[config.mk]
export PLATFORM = sky130hd
export DESIGN_NAME = vram_arbiter
export DESIGN_NICKNAME = d
export VERILOG_FILES = /design/src/rtl/vram_arbiter.sv
export SDC_FILE = /design/constraint.sdc
export NUM_CORES = 1
export LEC_CHECK = 0
export CAP_MARGIN = 20
export CELL_PAD_IN_SITES_DETAIL_PLACEMENT = 0
export CELL_PAD_IN_SITES_GLOBAL_PLACEMENT = 1
export CORE_AREA = 5 5 101 103
export DETAILED_ROUTE_END_ITERATION = 8
export DIE_AREA = 0 0 106 108
export GPL_TIMING_DRIVEN = 0
export PLACE_DENSITY_LB_ADDON = 0.15
export SETUP_SLACK_MARGIN = 0.2
export SYNTH_ARGS = -nofsm -noshare
export SYNTH_HDL_FRONTEND = slang
export SYNTH_SLANG_ARGS = --single-unit
[constraint.sdc]
create_clock -name clk -period 6 [get_ports clk]
set_input_delay 1.5 -clock clk [delete_from_list [all_inputs] [get_ports clk]]
set_output_delay 1.5 -clock clk [all_outputs]
set_load 0.1 [all_outputs]
[src/rtl/vram_arbiter.sv]
// VRAM s-port arbiter: one-entry CPU write buffer plus optional full-screen fill engine.
// Define VRAM_ARBITER_CLEAR_EN to build the fill engine; without it the clear ports are inert.
module vram_arbiter (
    input  logic        clk,
    input  logic        reset,
    input  logic        cpu_load,
    input  logic [12:0] cpu_addr,
    input  logic [15:0] cpu_din,
    output logic [15:0] cpu_dout,
    output logic        cpu_busy,
    input  logic        clear_start,
    input  logic [15:0] clear_value,
    output logic        clear_busy,
    output logic        clear_done,
    output logic        vram_load,
    output logic [12:0] vram_addr,
    output logic [15:0] vram_din,
    input  logic [15:0] vram_dout,
    input  logic        vram_busy
);

`ifdef VRAM_ARBITER_CLEAR_EN
    typedef enum logic [1:0] {IDLE, CPU_WR, CLEAR} state_t;
`else
    typedef enum logic [0:0] {IDLE, CPU_WR} state_t;
`endif

    state_t      state, state_nx;
    logic        cpu_pend;
    logic [12:0] buf_addr;
    logic [15:0] buf_data;
    logic [12:0] slot_addr, slot_addr_nx;
    logic [15:0] slot_data, slot_data_nx;
    logic        capture, accept, slot_free, cpu_cand, fill_cand;
    logic [12:0] cpu_cand_addr;
    logic [15:0] cpu_cand_data;

    // The state doubles as the occupancy tag of the registered output slot.
    assign vram_load = (state != IDLE);
    assign accept    = vram_load && !vram_busy;
    assign slot_free = !vram_load || !vram_busy;

    // A fresh capture bypasses the buffer so an idle slot issues it next cycle.
    assign capture       = cpu_load && !cpu_pend;
    assign cpu_cand      = capture || (cpu_pend && state != CPU_WR);
    assign cpu_cand_addr = capture ? cpu_addr : buf_addr;
    assign cpu_cand_data = capture ? cpu_din  : buf_data;

    assign cpu_busy  = cpu_pend;
    assign cpu_dout  = vram_dout;
    assign vram_addr = vram_load ? slot_addr : cpu_addr;
    assign vram_din  = slot_data;

    always_ff @(posedge clk or posedge reset) begin
        if (reset) begin
            cpu_pend <= 1'b0;
            buf_addr <= '0;
            buf_data <= '0;
        end else if (capture) begin
            cpu_pend <= 1'b1;
            buf_addr <= cpu_addr;
            buf_data <= cpu_din;
        end else if (accept && state == CPU_WR) begin
            cpu_pend <= 1'b0;
        end
    end

`ifdef VRAM_ARBITER_CLEAR_EN
    logic        fill_busy, fill_done, fill_accept, fill_last;
    logic [15:0] fill_value;
    logic [12:0] fill_cnt, fill_cnt_nx;

    // fill_cnt holds the issued address while in CLEAR, else the next address to issue.
    assign fill_accept = accept && state == CLEAR;
    assign fill_last   = fill_accept && fill_cnt == 13'h1FFF;
    assign fill_cnt_nx = fill_accept ? fill_cnt + 13'd1 : fill_cnt;
    assign fill_cand   = fill_busy && !fill_last;
    assign clear_busy  = fill_busy;
    assign clear_done  = fill_done;

    always_ff @(posedge clk or posedge reset) begin
        if (reset) begin
            fill_busy  <= 1'b0;
            fill_done  <= 1'b0;
            fill_value <= '0;
            fill_cnt   <= '0;
        end else begin
            fill_done <= fill_last;
            if (clear_start && !fill_busy) begin
                fill_busy  <= 1'b1;
                fill_value <= clear_value;
                fill_cnt   <= '0;
            end else begin
                fill_cnt <= fill_cnt_nx;
                if (fill_last)
                    fill_busy <= 1'b0;
            end
        end
    end
`else
    logic unused_clear;
    assign unused_clear = ^{clear_start, clear_value};
    assign fill_cand    = 1'b0;
    assign clear_busy   = 1'b0;
    assign clear_done   = 1'b0;
`endif

    always_ff @(posedge clk or posedge reset) begin
        if (reset) begin
            state     <= IDLE;
            slot_addr <= '0;
            slot_data <= '0;
        end else begin
            state     <= state_nx;
            slot_addr <= slot_addr_nx;
            slot_data <= slot_data_nx;
        end
    end

    // The slot reloads only when empty or being accepted, which keeps it stable under stall.
    always_comb begin
        state_nx     = state;
        slot_addr_nx = slot_addr;
        slot_data_nx = slot_data;
        if (slot_free) begin
            state_nx = IDLE;
            if (cpu_cand) begin
                state_nx     = CPU_WR;
                slot_addr_nx = cpu_cand_addr;
                slot_data_nx = cpu_cand_data;
            end
`ifdef VRAM_ARBITER_CLEAR_EN
            else if (fill_cand) begin
                state_nx     = CLEAR;
                slot_addr_nx = fill_cnt_nx;
                slot_data_nx = fill_value;
            end
`else
            else if (fill_cand) begin
                state_nx = IDLE;
            end
`endif
        end
    end

endmodule
# Word level (Yosys, flattened, before mapping)
# Index checks and enable logic that the tools add are counted.
[word_totals] elab_cells=24 inputBits=66 regBits=60 output_inout_bits=49
[classes] bitwise_logic=1 mux=6 reduce_logical=11
[ops] operator="$mux 13" count=2
[ops] operator="$mux 16" count=1
[ops] operator="$logic_and 1x1->1" count=4
[ops] operator="$logic_not 1->1" count=3
[ops] operator="$mux 1" count=3
[ops] operator="$logic_or 1x1->1" count=2
[ops] operator="$reduce_and 2->1" count=1
[ops] operator="$reduce_bool 2->1" count=1
[ops] operator="$not 1->1" count=1

# Logic depth before layout (Yosys ltp)
# Gate-level depths: netlist of the first run.
[logic_depth] ltp_word=5 depth_mapped=6 mapped_depth_nobuf=3

# Worst setup path after synthesis of the first run
# Ideal clock, no wire load.
[synth_timing] path_type="in2out" from="input port cpu_addr[0]" to="output port vram_addr[0]" arrival_ns=1.971 path_buffers=0 path_stages=1 slack_ns=2.529 required_ns=4.500 cell_sequence="mux2_2"
[synth_via] elab_chain_cells=1
[synth_rtl] element="from (decl)" line_no="7" rtl="input logic [12:0] cpu_addr,"
[synth_rtl] element="$mux 13" line_no="51" rtl="assign vram_addr = vram_load ? slot_addr : cpu_addr;"
[synth_rtl] element="to (decl)" line_no="16" rtl="output logic [12:0] vram_addr,"
# Every way passes these cells.

# Worst setup path after layout of the first run
[layout_timing] from="input port cpu_addr[7]" to="output port vram_addr[7]"
# Same word-level chain as after synthesis.

==> results_dict.tcl, run 1 <==
set metrics [dict create \
    status "finished, final reports clean" \
    crit_buf_inv 2 \
    critPathKind "input port to primary output" \
    critPathCaptureType "primary output" \
    first_pass_iters 3 \
    totalWireLength_mm 5.60 \
    startpoint_type "input port" \
    drive_gt1_share_pct 43.9 \
    avgSynthCellArea_um2 16.0 \
    cts_tree "done" \
    cts_buffers 9 \
    antenna_cells 0 \
    cts_root_buf "clkbuf_8" \
    met2WireLength_mm 2.61 \
    yosysUniqueCellTypes 14 \
    fin_ws_ns 1.22 \
    reg2regPathDepth 6 \
    rr_endpoint "slot_addr[4]$_DFFE_PP0P_" \
    grt_max_degree 32 \
    place.gp.congestion 0.651 \
    timing.critical_path.mode_cell "clkdlybuf4s50_1" \
    io_pins 115 \
    synth_seq_area_share_pct 56.2 \
    worst_slew_pin_slew_ns 0.994 \
    period_needed_ns 4.78 \
    drv_slew 0 \
    layout_common_cells "clkdlybuf4s50_1 (79), dfrtp_1 (60), mux2_2 (42)" \
    dpl_worst_slack_ns 1.20 \
    via_per_inst 4.29 \
    nets 325 \
    grt_pass1_vias 1800 \
    wl_met3_um 439 \
    synthesis.area_um2 2670 \
    ctsHtreeMaxLevel 3 \
    setup_viol 0 \
    min_path_cells 1 \
    grt_usage_pct 10.3 \
    dpl_cell_area_um2 3620 \
    max_slew_margin_pct 33.5 \
    drt-initial-drc-count 20 \
    grt_overflow 0 \
    worstPathCellList "clkdlybuf4s50_1 > mux2_2 > clkdlybuf4s50_1" \
    die_w_um 106 \
    hpwl_mm 3.99 \
    top_layer_used "met4" \
    clock-sinks 60 \
    cts_setup_buffers 0 \
    worstPathRequired_ns 4.50 \
    die_y_um 108 \
    route.vias.total 1610 \
    hold_viol 0 \
    final_common_cell "clkdlybuf4s50_1" \
    cts_resized 0 \
    die_area_um2 11400 \
    reg2reg_slack_ns 4.36 \
    antenna_found_initial 0 \
    clk_pin_slew_ns 0.06 \
    tns_ns 0 \
    wl_met1_mm 2.49 \
    synth-seq-cells 60 \
    clock_latency_ns 0.34 \
    min_period_over_period_pct 79.7 \
    rsz0062_at_grt "false" \
    cp_slowest_cell "clkdlybuf4s50_1" \
    critPathMaxStageDelay_ns 1.13 \
    core_area_um2 9110 \
    synthCells 167 \
    wire_per_inst_um 14.9 \
    crit_fanout 2 \
    start_util_pct 29.3 \
    drcViolationCount 0 \
    min_from "buf_addr[12]$_DFF_PP0_" \
    min_path_type "flip-flop to flip-flop" \
    num_rows 35 \
    skew_ns 0.00666 \
    stdcell_area_um2 3860 \
    grt_pass1_wl_mm 9.03 \
    clockBufferDepth 2 \
    min_to "buf_addr[12]$_DFF_PP0_" \
    io_buffers 79 \
    cp.arrival_ns 3.28 \
    yosys_warnings 0 \
    cts_hold_buf 0 \
    fmax_mhz 209 \
    syn2layout_area_growth_pct 44.5 \
    antenna_left 0 \
    maxCapViolCount 0 \
    cp_top_family "buffers and inverters" \
    r2r_start "vram_load$_DFFE_PP0P_" \
]
registers in the layout, summed over array words and instances, names as in the netlist:
register	count
slot_addr	13
cpu_busy	1
buf_addr	13
vram_load	1
vram_din	16
buf_data	16
metal layers:
metal  vias up  global-route usage [%]
met1       794                    12.8
met2        70                    15.6
met3         6                    5.43
met4         0                    3.33
li1        740                       -
met5         -                       0
final cells by class:
type                       count  area, µm²
buffer                        26        205
clock buffer                  12        165
clock inverter                 4       70.1
fill                         886       5250
inverter                       1       3.75
multi-input combinational     81        965
sequential                    60       1500
tap                          111        139
timing repair buffer          80        811
cells by family after synthesis:
group / after synthesis / share of synthesized area, %
other: 1 / 0.140
AO/OA/AOI/OAI: 3 / 0.655
buffers and inverters: 27 / 7.82
multiplexers: 71 / 34.0
flip-flops: 60 / 56.2
AND/OR/NAND/NOR: 5 / 1.17
per-stage QoR:
step	std cells	hold slack, ns	utilization, %
finish	375	0.489	42.4
CTS	375	0.493	42.4
global placement	358	0.472	39.6
floorplan	168	0.465	-
global route	375	0.500	42.4
detailed placement	359	0.477	39.8
worst max-delay path by stage:
| stage | start | end | cells past startpoint |
|---|---|---|---|
| after global routing | cpu_addr[11] | vram_addr[11] | 3 |
| after CTS | cpu_addr[4] | vram_addr[4] | 3 |
| after floorplan | cpu_addr[0] | vram_addr[0] | 1 |
| after global placement | cpu_addr[4] | vram_addr[4] | 3 |
| after detailed placement | cpu_addr[4] | vram_addr[4] | 3 |
| final | cpu_addr[7] | vram_addr[7] | 3 |
synth_stat cells, drive strengths merged:
| cell | n | area share (%) |
|---|---|---|
| a21oi | 1 | 0.19 |
| mux2 | 71 | 34 |
| inv | 1 | 0.14 |
| nor2 | 3 | 0.42 |
| o21a | 1 | 0.28 |
| dfrtp | 60 | 56 |
| buf | 26 | 7.7 |
| nor2b | 1 | 0.23 |
| o21ai | 1 | 0.19 |
| nand2b | 1 | 0.52 |
| conb | 1 | 0.14 |
Power of run 1 is left out: the tool's default activity adds up to more than one toggle a clock period on the data nets, which glitch-free logic cannot reach.
==> run 2, diff against run 1 <==
==> constraint.sdc (replaced) <==
create_clock -name clk -period 4.1 [get_ports clk]
set_input_delay 1.025 -clock clk [delete_from_list [all_inputs] [get_ports clk]]
set_output_delay 1.025 -clock clk [all_outputs]
set_load 0.1 [all_outputs]
==> results of run 2 <==
Same layout as run 1 (identical final DEF). Status: finished, final reports clean.
Among the figures that moved: setup slack after placement 1.20 ns -> 0.255 ns; setup slack after layout 1.22 ns -> 0.267 ns; register-to-register setup slack 4.36 ns -> 2.46 ns
Power of run 2 is left out for the same reason.
==> edit (settings of run 1) <==
Add an input register stage for `cpu_load`, `cpu_addr`, `cpu_din`, `vram_dout` and `vram_busy`; this delays them by one clock. The other inputs are not delayed to match.
--- a/src/rtl/vram_arbiter.sv
+++ b/src/rtl/vram_arbiter.sv
@@ -21,2 +21,16 @@
 
+    logic cpu_load_q;
+    logic [12:0] cpu_addr_q;
+    logic [15:0] cpu_din_q;
+    logic [15:0] vram_dout_q;
+    logic vram_busy_q;
+
+    always_ff @(posedge clk) begin
+        cpu_load_q  <= cpu_load;
+        cpu_addr_q  <= cpu_addr;
+        cpu_din_q   <= cpu_din;
+        vram_dout_q <= vram_dout;
+        vram_busy_q <= vram_busy;
+    end
+
 `ifdef VRAM_ARBITER_CLEAR_EN
@@ -39,14 +53,14 @@
     assign vram_load = (state != IDLE);
-    assign accept    = vram_load && !vram_busy;
-    assign slot_free = !vram_load || !vram_busy;
+    assign accept    = vram_load && !vram_busy_q;
+    assign slot_free = !vram_load || !vram_busy_q;
 
     // A fresh capture bypasses the buffer so an idle slot issues it next cycle.
-    assign capture       = cpu_load && !cpu_pend;
+    assign capture       = cpu_load_q && !cpu_pend;
     assign cpu_cand      = capture || (cpu_pend && state != CPU_WR);
-    assign cpu_cand_addr = capture ? cpu_addr : buf_addr;
-    assign cpu_cand_data = capture ? cpu_din  : buf_data;
+    assign cpu_cand_addr = capture ? cpu_addr_q : buf_addr;
+    assign cpu_cand_data = capture ? cpu_din_q : buf_data;
 
     assign cpu_busy  = cpu_pend;
-    assign cpu_dout  = vram_dout;
-    assign vram_addr = vram_load ? slot_addr : cpu_addr;
+    assign cpu_dout  = vram_dout_q;
+    assign vram_addr = vram_load ? slot_addr : cpu_addr_q;
     assign vram_din  = slot_data;
@@ -60,4 +74,4 @@
             cpu_pend <= 1'b1;
-            buf_addr <= cpu_addr;
-            buf_data <= cpu_din;
+            buf_addr <= cpu_addr_q;
+            buf_data <= cpu_din_q;
         end else if (accept && state == CPU_WR) begin
Formal check against the unedited RTL: not equivalent (a bounded check fails within 4 cycles, from zero or initial values and one cycle with reset high).
==> edit against run 1 <==
- register-to-register slack is essentially flat
- utilization grew 10 points
- setup slack gained 750 ps
- cell area grew 25%
- wire length grew 15%
- sequential cell count grew 47
- synthesized area grew 31%
Power is left out: the tool's default activity adds up to more than one toggle a clock period on the data nets, which glitch-free logic cannot reach.
==> edit: results (changes against run 1) <==
** Synthesis
- Proportion of synthesized flip-flops having asynchronous set or reset :: 0.561 (was 1.00)
- The count of warnings emitted by yosys was 0 (unchanged).
- The number of distinct library cells after synthesis came to 15 (was 14).
- Leading post-synthesis cells by instance count: sky130_fd_sc_hd__dfrtp_1, sky130_fd_sc_hd__dfxtp_1, sky130_fd_sc_hd__mux2_2, sky130_fd_sc_hd__mux2_4 (was sky130_fd_sc_hd__dfrtp_1, sky130_fd_sc_hd__mux2_2, sky130_fd_sc_hd__mux2_4, sky130_fd_sc_hd__buf_4, sky130_fd_sc_hd__buf_6).
- Most area-consuming cells after synthesis :: sky130_fd_sc_hd__dfrtp_1, sky130_fd_sc_hd__dfxtp_1, sky130_fd_sc_hd__mux2_2, sky130_fd_sc_hd__mux2_4, sky130_fd_sc_hd__buf_6 (was sky130_fd_sc_hd__dfrtp_1, sky130_fd_sc_hd__mux2_2, sky130_fd_sc_hd__mux2_4, sky130_fd_sc_hd__buf_4, sky130_fd_sc_hd__buf_6)
- Proportion of synthesized chip area in sequential cells :: 0.699 (was 0.562)

** GRT
- Global-route track usage on met3 :: 0.0597 (was 0.0543)
- The global-route wire length before repair was 10700 µm (was 9030 µm).
- Number of global-route vias before repair :: 2059 (was 1800)
- The maximum number of pins on one net before global-route repair was 35 (was 32).
- Routing usage on met1 :: 0.156 (was 0.128)
- The overall fraction of global-route tracks in use is 0.120 (was 0.103).

** Drt
- The initial detailed-routing violation count is 14 (was 20).
- Average via count per standard cell :: 4.39 (was 4.29)
- The average routed wire per standard cell was 15.3 µm (was 14.9 µm).
- The iteration count of the initial detailed-routing pass was 4 (was 3).

** Place
- Total of buffers placed on input and output ports :: 95 (was 79)
- Post-detailed-placement half-perimeter wirelength :: 4470 µm (was 3990 µm)
- The weighted congestion reported at the end of routability-driven placement was 0.674 (was 0.651).

** Worst setup path
- Max incr delay on CP :: 1160 ps (was 1130 ps)
- Maximum fanout encountered on the critical timing path :: 10 (was 2)

** Timing
- The transition time of the tightest slew-check pin is 1020 ps (was 994 ps).
- The worst clock skew on the final layout came to 10.8 ps (was 6.66 ps).
- The worst hold slack came to 480 ps (was 489 ps).

** Finish
- Share of post-route cells with drive strength above 1 :: 0.322 (was 0.439)
- The final-layout fill cell count was 819 (was 886).

** Clock network
- The clock edge transition at the registers on the reported setup and hold paths is 100 ps (was 60 ps).

** Run status
- Run status: complete, no violations (unchanged).
## edit: logic make-up (layout without fill, tap and decap cells)
family / count (synthesis) / count (layout) / share of synthesized area
AOI/OAI and AO/OA: 3 / 3 / 0.00501
buffers and inverters: 11 / 123 / 0.0254
DFF: 107 / 107 / 0.699
muxes: 71 / 71 / 0.260
other: 1 / 2 / 0.00107
and+or+nand+nor: 5 / 5 / 0.00896
## edit: cell type report
type | instances | area (µm²) | share of cell area
tap | 111 | 139 | 0.0289
timing repair buffer | 96 | 971 | 0.202
buffer | 10 | 85.1 | 0.0177
sequential | 107 | 2440 | 0.508
clock buffer | 11 | 163 | 0.0338
clock inverter | 5 | 40.0 | 0.00833
multi-input combinational | 81 | 965 | 0.201
inverter | 1 | 3.75 | 0.000781
## edit: per-stage QoR
step                setup WS (ps)  area, µm²  std cells
finish                       1970       4810        422
global placement             1770       4590        405
global route                 1850       4810        422
detailed placement           2350       4610        406
CTS                          1930       4810        422
floorplan                    2550       3500        199
## edit: layer usage
layer  vias up  share of wire
met2        62           0.47
met1       902           0.44
met5         -              0
met4         0         0.0099
met3         5          0.078
li1        882              -
## edit: final timing paths
kind | from | end
worst max-delay path | vram_load$_DFFE_PP0P_ | vram_addr[11]
worst min-delay path | cpu_din_q[14]$_DFF_P_ | buf_data[14]$_DFF_PP0_
worst max register to register | vram_load$_DFFE_PP0P_ | slot_addr[5]$_DFFE_PP0P_
worst min register to register | cpu_din_q[14]$_DFF_P_ | buf_data[14]$_DFF_PP0_
max in group asynchronous | reset | vram_din[2]$_DFFE_PP0P_
min in group asynchronous | reset | vram_din[13]$_DFFE_PP0P_
## edit: critical path, delay by kind of cell, from the launching register on
| kind | cells | cell delay [ps] |
|---|---|---|
| buffers and inverters | 3 | 1540 |
| flip-flops | 1 | 390 |
| multiplexers | 1 | 250 |
